`src/rtl/result_recorder.sv`:
```
// rtl/result_recorder.sv - history of generator results with browse mode and 7-segment output
// Captures each final result into a circular buffer and lets the user step back through it.
module result_recorder #(
  parameter int DEPTH   = 8,
  parameter int TIMEOUT = 50_000_000
) (
  input  logic                       i_clk,
  input  logic                       i_rst,
  input  logic [3:0]                 i_number,
  input  logic                       i_idle,
  input  logic                       i_prev,
  input  logic                       i_next,
  input  logic                       i_clear,
  output logic [6:0]                 o_seg,
  output logic [3:0]                 o_shown,
  output logic [$clog2(DEPTH)-1:0]   o_age,
  output logic [$clog2(DEPTH):0]     o_count,
  output logic                       o_browse,
  output logic                       o_new
);

  localparam int AW = $clog2(DEPTH);
  localparam int CW = AW + 1;
  localparam int TW = $clog2(TIMEOUT);

  typedef enum logic {S_LIVE, S_BROWSE} state_t;

  state_t        r_state, w_state_n;
  logic [AW-1:0] r_wr_ptr, w_wr_ptr_n;
  logic [CW-1:0] r_count, w_count_n;
  logic [AW-1:0] r_age, w_age_n;
  logic [TW-1:0] r_tmo, w_tmo_n;
  logic          r_idle_d;
  logic [3:0]    r_shown, w_shown_n;
  logic [6:0]    r_seg;
  logic          r_new, w_new_n;
  logic          w_we;
  logic          w_cap;
  logic          w_btn_prev, w_btn_next;
  logic [AW-1:0] w_idx;
  logic [3:0]    r_hist [DEPTH];

  function automatic logic [6:0] glyph(input logic [3:0] v);
    case (v)
      4'h0: glyph = 7'b1000000;
      4'h1: glyph = 7'b1111001;
      4'h2: glyph = 7'b0100100;
      4'h3: glyph = 7'b0110000;
      4'h4: glyph = 7'b0011001;
      4'h5: glyph = 7'b0010010;
      4'h6: glyph = 7'b0000010;
      4'h7: glyph = 7'b1111000;
      4'h8: glyph = 7'b0000000;
      4'h9: glyph = 7'b0010000;
      4'hA: glyph = 7'b0001000;
      4'hB: glyph = 7'b0000011;
      4'hC: glyph = 7'b1000110;
      4'hD: glyph = 7'b0100001;
      4'hE: glyph = 7'b0000110;
      default: glyph = 7'b0001110;
    endcase
  endfunction

  assign w_cap      = i_idle & ~r_idle_d;
  assign w_btn_prev = i_prev & ~i_next;
  assign w_btn_next = i_next & ~i_prev;

  always_comb begin
    w_state_n  = r_state;
    w_wr_ptr_n = r_wr_ptr;
    w_count_n  = r_count;
    w_age_n    = r_age;
    w_tmo_n    = r_tmo;
    w_new_n    = 1'b0;
    w_we       = 1'b0;
    if (i_clear) begin
      w_state_n  = S_LIVE;
      w_wr_ptr_n = '0;
      w_count_n  = '0;
      w_age_n    = '0;
      w_tmo_n    = '0;
    end else begin
      if (w_cap) begin
        w_we       = 1'b1;
        w_new_n    = 1'b1;
        w_wr_ptr_n = r_wr_ptr + AW'(1);
        if (r_count != CW'(DEPTH))
          w_count_n = r_count + CW'(1);
      end
      case (r_state)
        S_LIVE: begin
          w_age_n = '0;
          w_tmo_n = '0;
          if (w_btn_prev && r_count != '0)
            w_state_n = S_BROWSE;
        end
        default: begin
          if (w_btn_prev) begin
            w_tmo_n = '0;
            if ({1'b0, r_age} < r_count - CW'(1))
              w_age_n = r_age + AW'(1);
          end else if (w_btn_next) begin
            w_tmo_n = '0;
            if (r_age == '0)
              w_state_n = S_LIVE;
            else
              w_age_n = r_age - AW'(1);
          end else if (r_tmo == TW'(TIMEOUT - 1)) begin
            w_state_n = S_LIVE;
            w_age_n   = '0;
            w_tmo_n   = '0;
          end else begin
            w_tmo_n = r_tmo + TW'(1);
          end
          // Keep pointing at the same entry as a new result pushes it one step older.
          if (w_cap && w_state_n == S_BROWSE && w_age_n != AW'(DEPTH - 1))
            w_age_n = w_age_n + AW'(1);
        end
      endcase
    end
  end

  assign w_idx = w_wr_ptr_n - AW'(1) - w_age_n;

  always_comb begin
    w_shown_n = i_number;
    if (w_state_n == S_BROWSE)
      w_shown_n = (w_we && w_idx == r_wr_ptr) ? i_number : r_hist[w_idx];
  end

  always_ff @(posedge i_clk) begin
    if (w_we)
      r_hist[r_wr_ptr] <= i_number;
  end

  always_ff @(posedge i_clk or negedge i_rst) begin
    if (!i_rst) begin
      r_state  <= S_LIVE;
      r_wr_ptr <= '0;
      r_count  <= '0;
      r_age    <= '0;
      r_tmo    <= '0;
      r_idle_d <= 1'b1;
      r_shown  <= 4'h0;
      r_seg    <= 7'b1000000;
      r_new    <= 1'b0;
    end else begin
      r_state  <= w_state_n;
      r_wr_ptr <= w_wr_ptr_n;
      r_count  <= w_count_n;
      r_age    <= w_age_n;
      r_tmo    <= w_tmo_n;
      r_idle_d <= i_idle;
      r_shown  <= w_shown_n;
      r_seg    <= glyph(w_shown_n);
      r_new    <= w_new_n;
    end
  end

  assign o_seg    = r_seg;
  assign o_shown  = r_shown;
  assign o_age    = r_age;
  assign o_count  = r_count;
  assign o_browse = (r_state == S_BROWSE);
  assign o_new    = r_new;

endmodule
```
`config.mk`:
```
export PLATFORM = sky130hd
export DESIGN_NAME = result_recorder
export DESIGN_NICKNAME = d
export VERILOG_FILES = /design/src/rtl/result_recorder.sv
export SDC_FILE = /design/constraint.sdc
export NUM_CORES = 1
export LEC_CHECK = 0
export ABC_AREA = 1
export CELL_PAD_IN_SITES_DETAIL_PLACEMENT = 0
export CELL_PAD_IN_SITES_GLOBAL_PLACEMENT = 2
export CORE_UTILIZATION = 37
export CTS_CLUSTER_DIAMETER = 200
export DETAILED_ROUTE_END_ITERATION = 10
export PLACE_DENSITY = 0.82
export SYNTH_ARGS = -nofsm -noshare
export SYNTH_HDL_FRONTEND = slang
export SYNTH_SLANG_ARGS = --single-unit
```
`constraint.sdc`:
```
create_clock -name i_clk -period 6.15 [get_ports i_clk]
set_input_delay 0.9225 -clock i_clk [delete_from_list [all_inputs] [get_ports i_clk]]
set_output_delay 0.9225 -clock i_clk [all_outputs]
set_load 0.05 [all_outputs]
```
# ---- Yosys cells after proc, flatten, opt, wreduce, memory -nomap -nowiden
# Memory sizes are Yosys's and may differ from the RTL's. A register that Yosys moved wholly into a read port is not among the register bits.
# Index checks and enable logic that the tools add are counted.
dict set report word_totals {
  ramBits 32
  ff_bits 43
  out_inout_bits 20
  mem_count 2
  rom_bits 112
}
# memory words width rd rd_clocked_by_memory_dff write_ports line
set mem_list {}
lappend mem_list {{(no name shown)} 16 7 1 1 0 44} ;# case (v)
lappend mem_list {r_hist 8 4 1 0 1 41} ;# logic [3:0] r_hist [DEPTH];
dict set report op_classes {
  n_addsub 9
  eq_ne 4
  n_reduce_logical 10
  order_cmp 1
  bitwise 6
  mux 35
}
# cell n
set op_table {}
lappend op_table {{$mux W26} 5}
lappend op_table {{$mux W3} 12}
lappend op_table {{$add A26 B1 Y26 const B} 1}
lappend op_table {{$eq A26 B26 Y1 const B} 1}
lappend op_table {{$mux W4} 5}
lappend op_table {{$mux W1} 13}
lappend op_table {{$add A3 B1 Y3 const B} 3}
lappend op_table {{$sub A3 B1 Y3 const B} 2}
lappend op_table {{$add A4 B1 Y4 const B} 1}
lappend op_table {{$logic_and A1 B1 Y1} 4}
lappend op_table {{$lt A3 B4 Y1} 1}
lappend op_table {{$ne A4 B4 Y1 const B} 1}
lappend op_table {{$reduce_bool A2 Y1} 2}
lappend op_table {{$reduce_bool A4 Y1} 1}
lappend op_table {{$sub A4 B1 Y4 const B} 1}
lappend op_table {{$and A1 B1 Y1} 3}
lappend op_table {{$eq A3 B3 Y1} 1}
lappend op_table {{$logic_not A3 Y1} 1}
lappend op_table {{$ne A3 B3 Y1 const B} 1}
lappend op_table {{$not A1 Y1} 3}
lappend op_table {{$sub A3 B3 Y3} 1}
lappend op_table {{$reduce_and A2 Y1} 1}
lappend op_table {{$logic_not A1 Y1} 1}

# ---- Logic depth before layout (Yosys ltp)
dict set report depth {
  depth_word 16
  mapped_depth 36
  depth_no_buf 36
}

# ---- Worst setup path before layout
# Ideal clock, no wire load.
dict set report synth_path {
  path_kind {register to register}
  startpoint {register r_count[0] (netlist: o_count[0])}
  endpoint {register r_seg[3] (netlist: o_seg[3])}
  path_buffers 0
  path_stages_with_launch 32
  synth_period_minus_slack_ns 5.254
  slack_ns 0.896
  t_required_ns 6.033
  arrival_ns 5.138
  path_cell_list {dfrtp_1 > inv_2 > ha_1 > ha_1 > o21ai_0 > nand2_1 > nand2_1 > nand2_1 > nand2_1 > o21ai_0 > o21ai_0 > ha_1 > ha_1 > nor2_1 > nand2_2 > xor2_1 > nor2_1 > inv_1 > ha_1 > fa_1 > xor2_1 > nor4_1 > nand3_4 > nand2_4 > nand2_1 > nand2_1 > inv_1 > ha_1 > nand3_1 > nand2_1 > nand2_1 > nand2_1}
}
dict set report synth_via {
  elab_chain_cells 16
  word_cells_on_any_way 23
}
# item line
set synth_lines {}
lappend synth_lines {{from (decl)} 30} ;# logic [CW-1:0] r_count, w_count_n;
lappend synth_lines {{from (signal assigned)} 150} ;# r_count <= w_count_n;
lappend synth_lines {{$sub A4 B1 Y4 (*)} 100} ;# if ({1'b0, r_age} < r_count - CW'(1))
lappend synth_lines {{$lt A3 B4 Y1 (*)} 100}
lappend synth_lines {{$mux W3 (*)} 100}
lappend synth_lines {{$mux W3 (*)} 98} ;# if (w_btn_prev) begin
lappend synth_lines {{$mux W3 (*)} 90} ;# case (r_state)
lappend synth_lines {{$mux W3 (*)} 76} ;# if (i_clear) begin
lappend synth_lines {{parallel branches: the longest is 2 deep, another holds $add A3 B1 Y3} -}
lappend synth_lines {{$mux W3 (*)} 116} ;# if (w_cap && w_state_n == S_BROWSE && w_age_n != AW'(DEPTH - 1))
lappend synth_lines {{$mux W3 (*)} 90}
lappend synth_lines {{$mux W3 (*)} 76}
lappend synth_lines {{named net w_age_n[0]} 31} ;# logic [AW-1:0] r_age, w_age_n;
lappend synth_lines {{$sub A3 B3 Y3 (*)} 123} ;# assign w_idx = w_wr_ptr_n - AW'(1) - w_age_n;
lappend synth_lines {{parallel branches: the longest is 2 deep, another holds $mem_v2 Z8 W4} -}
lappend synth_lines {{$mux W4 (*)} 128} ;# w_shown_n = (w_we && w_idx == r_wr_ptr) ? i_number : r_hist[w_idx];
lappend synth_lines {{$mux W4 (*)} 127} ;# if (w_state_n == S_BROWSE)
lappend synth_lines {{named net w_shown_n[1]} 34} ;# logic [3:0] r_shown, w_shown_n;
lappend synth_lines {{to (decl)} 35} ;# logic [6:0] r_seg;
# Mark *: on every way through the listed nets, which the timed path passes. The select of a mux whose other input is x is not followed.
# A chain may end at the register's enable or synchronous reset.

# ---- Final worst setup path
dict set report layout_path {
  startpoint {input port i_next}
  endpoint {register r_seg[5] (netlist: o_seg[5])}
}
dict set report layout_via {
  elab_chain_cells 15
  word_cells_on_any_way 28
}
# item line
set layout_lines {}
lappend layout_lines {{from (decl)} 12} ;# input logic i_next,
lappend layout_lines {{parallel branches: the longest is 7 deep, another holds $add A3 B1 Y3} -}
lappend layout_lines {{$mux W3 (*)} 116}
lappend layout_lines {{$mux W3 (*)} 90}
lappend layout_lines {{$mux W3 (*)} 76}
lappend layout_lines {{named net w_age_n[0]} 31}
lappend layout_lines {{$sub A3 B3 Y3 (*)} 123}
lappend layout_lines {{parallel branches: the longest is 2 deep, another holds $mem_v2 Z8 W4} -}
lappend layout_lines {{$mux W4 (*)} 128}
lappend layout_lines {{$mux W4 (*)} 127}
lappend layout_lines {{named net w_shown_n[1]} 34}
# Marks and branches as above.

==> summary.txt <==
Run status
  – Status: finished, violations left
  – Failing checks: design-rule violations

Synth
  – Multiplexer share of the synthesized area: 0%
  – Simple-gate share of the synthesized area: 27.0%
  – Sequential share of the synthesized area: 50.1%
  – YS warnings: 0
  – Post-Syn Area: 0.00442 mm²
  – Compound-Gate Fraction of Synth Area: 8.10%
  – Main combinational cell family by area after synthesis: simple AND/OR/NAND/NOR gates
  – Share of the synthesized area in the top cell type: 27.2%
  – Syn Area/Cell: 8.68 µm²
  – Post-Syn Instances: 509
  – Area leader, netlist: dfrtp_1
  – Asr flop ratio synth: 61.0%
  – Synth area leaders: dfrtp_1 27%, edfxtp_1 22%, nand2_1 8.9%
  – Commonest cells post-synth: 105 x nand2_1, 61 x inv_1, 56 x nor2_1
  – Most frequent cell after synthesis: nand2_1
  – Synth Flop Type: dfrtp_1
  – Seq cells post-synth: 82
  – Post-Synth Adder-Cell Area: 5.55%
  – Post-synth EDFFs: 32
  – Cell variety after synth: 38
  – Net Count, Synth: 538
  – Post-Synth XOR/XNOR Area: 2.38%

Drt
  – DRC viols: 2
  – Routed vias: 3408
  – Vias per cell: 4.90
  – DRT Pass-1 Iters: 7
  – WL/cell: 13.5 µm
  – Total wire length: 9390 µm
  – Iteration-0 DRC Markers: 135
  – Antenna Violating Nets Remaining: 0

Final layout
  – Fin area: 0.00518 mm²
  – Share of layout cells above drive strength 1: 12.0%
  – Post-layout nets: 576
  – Ant diodes: 0
  – Non-Filler Instances: 695
  – Area Growth Syn to Fin: 17.2%

Clock network
  – Post-CTS Resized: 0
  – Clock Root Buffer: clkbuf_16
  – CTS Buf Count: 9
  – CTS clock-pin slew for the worst setup and hold paths: 0.06 ns
  – Worst-skew pair later-pin latency: 0.35 ns
  – CTS Hold Buffers Added: 0
  – Clk buf depth: 2
  – CTS tree: yes
  – Post-CTS setup buffers: 0
  – Clock Sinks: 82
  – H-tree levels: 3

GRT
  – First-pass GRT wire length: 16300 µm
  – Vias in the first global route: 3366
  – Antenna violations before repair: 0
  – GRT Resource Usage Total: 16.9%
  – Largest net degree at the start of global routing: 51
  – Global route overflow: 0

Setup path
  – Max Fanout on Critical Path: 8
  – Worst r2r src: o_count[0]
  – CP peak stage delay: 0.59 ns
  – R2R setup slack: 0.58 ns
  – Critical-path top delay cell: fa_1
  – R2R cell count: 32
  – WS Path Type: primary input to flop
  – Crit Reg-Reg Endpoint: o_seg[5]
  – CP required: 6.39 ns
  – Setup crit start kind: primary input
  – Worst Path Arrival: 5.82 ns
  – Most used cell, CP: nand2_1
  – Crit path capture type: flop

Timing
  – Fmax: 179 MHz
  – Fin Setup TNS: 0 ns
  – Min cycle time layout: 5.58 ns
  – Actual slew at the worst max-slew pin: 0.690 ns
  – Max_slew headroom: 53.9%
  – RSZ-0062 raised after global routing: false
  – Crit share post-route: 90.7%
  – Final setup violation count: 0
  – Clk_skew: 0.00596 ns
  – Fin. max-slew vios: 0
  – Final Hold Fails: 0
  – Setup ws final: 0.573 ns
  – Worst Hold Slack: 0.469 ns

Worst hold path
  – Hold Path Depth: 1
  – Worst Min Path Start: r_tmo[0]
  – Hold Crit Class: flop to flop
  – Hold Path End: r_tmo[0]

Floorplanning
  – Num rows: 39
  – Die area: 0.0124 mm²
  – Die H: 111 µm
  – Core area: 0.0115 mm²
  – Initial Util: 38.4%
  – Boundary pin count: 30
  – Chip width: 111 µm

Place
  – Pre-CTS WS: 0.210 ns
  – Port-buffer cells: 29
  – Area after DPL: 0.00488 mm²
  – Dpl hpwl: 6850 µm
  – Placed Cells: 679
  – Placer Congestion: 0.825

Pwr
  – Pleak: 0.00224 µW
  – Power Density: 258 mW/mm²
  – Peak supply drop: 0.230 mV

Flow run
  – Max Cap Viol: 0
[routing by layer]
layer | track usage [%] | vias to the layer above | share of wire (%)
met4 | 6.31 | 0 | 1.9
met3 | 5.08 | 14 | 3.2
met1 | 21.3 | 1609 | 48
met5 | 0 | - | 0
li1 | - | 1745 | -
met2 | 27.2 | 40 | 47
[registers in the layout (all words and copies together), names as in the netlist]
register and cells:
o_age 3, o_browse 1, o_count 4, o_new 1
o_seg 7, o_shown 4, r_hist 32, r_idle_d 1
r_tmo 26, r_wr_ptr 3
[how the worst max path moves through the flow]
stage	slack, ns	end	cells after the start	from
after CTS	0.54	o_seg[5]	32	o_count[0]
after detailed placement	0.21	o_seg[3]	29	i_next
after global placement	0.41	o_seg[3]	29	i_next
final	0.57	o_seg[5]	29	i_next
after floorplan	0.90	o_seg[3]	31	o_count[0]
after global routing	0.06	o_seg[3]	32	o_count[0]
[layout make-up]
| type | instances | area [µm²] |
|---|---|---|
| Tap cell | 143 | 179 |
| Timing Repair Buffer | 31 | 300 |
| Inverter | 76 | 288 |
| Sequential cell | 82 | 2210 |
| Clock inverter | 6 | 66.3 |
| Multi-Input combinational cell | 347 | 1900 |
| Clock buffer | 10 | 229 |
| Fill cell | 1176 | 6340 |
[cell usage in the layout, fill, tap and decap left out, types with 6 or more instances in the layout]
cell type        synthesis  layout
nor3_1                  15      15
edfxtp_1                32      32
nor2_2                   6       6
nand2_2                 11      11
o22ai_1                  6       6
nor2_1                  56      56
inv_2                   13      13
clkdlybuf4s50_1          0      28
clkbuf_16                0       9
ha_1                    18      18
inv_1                   61      61
a21oi_1                 19      19
nand3_1                 35      35
o21ai_0                 29      29
nand2_1                105     105
dfrtp_1                 48      48
xor2_1                   7       7
[where the power goes]
part	leakage [µW]	switching, µW	internal [µW]
clock network	0.000131	221	315
registers	0.000959	7.00	585
logic	0.00115	142	66.1
total	0.00224	369	966
[critical path, delay by kind of cell]
kind / cells / cell delay [ns]
xor gates and xnor gates: 3 / 0.46
AOI/OAI and AO/OA: 1 / 0.15
buffers and inverters: 5 / 0.81
adders and majority gates: 5 / 1.41
and+or+nand+nor: 15 / 2.05
[metrics by stage]
step                      util, %  power, µW
after floorplan                 -        743
after global placement       42.4        812
after detailed placement     42.4        812
after CTS                    44.9       1350
after global routing         44.9       1400
final                        44.9       1340
[logic make-up (layout without fill, tap and decap cells)]
logic type | after synthesis | after routing
AND/OR/NAND/NOR | 251 | 251
flip-flops | 82 | 82
buffers and inverters | 80 | 123
AO/OA/AOI/OAI | 65 | 65
adder cells (fa/ha/maj) | 19 | 19
XOR/XNOR | 12 | 12
Power figures use the tool's default switching activity.
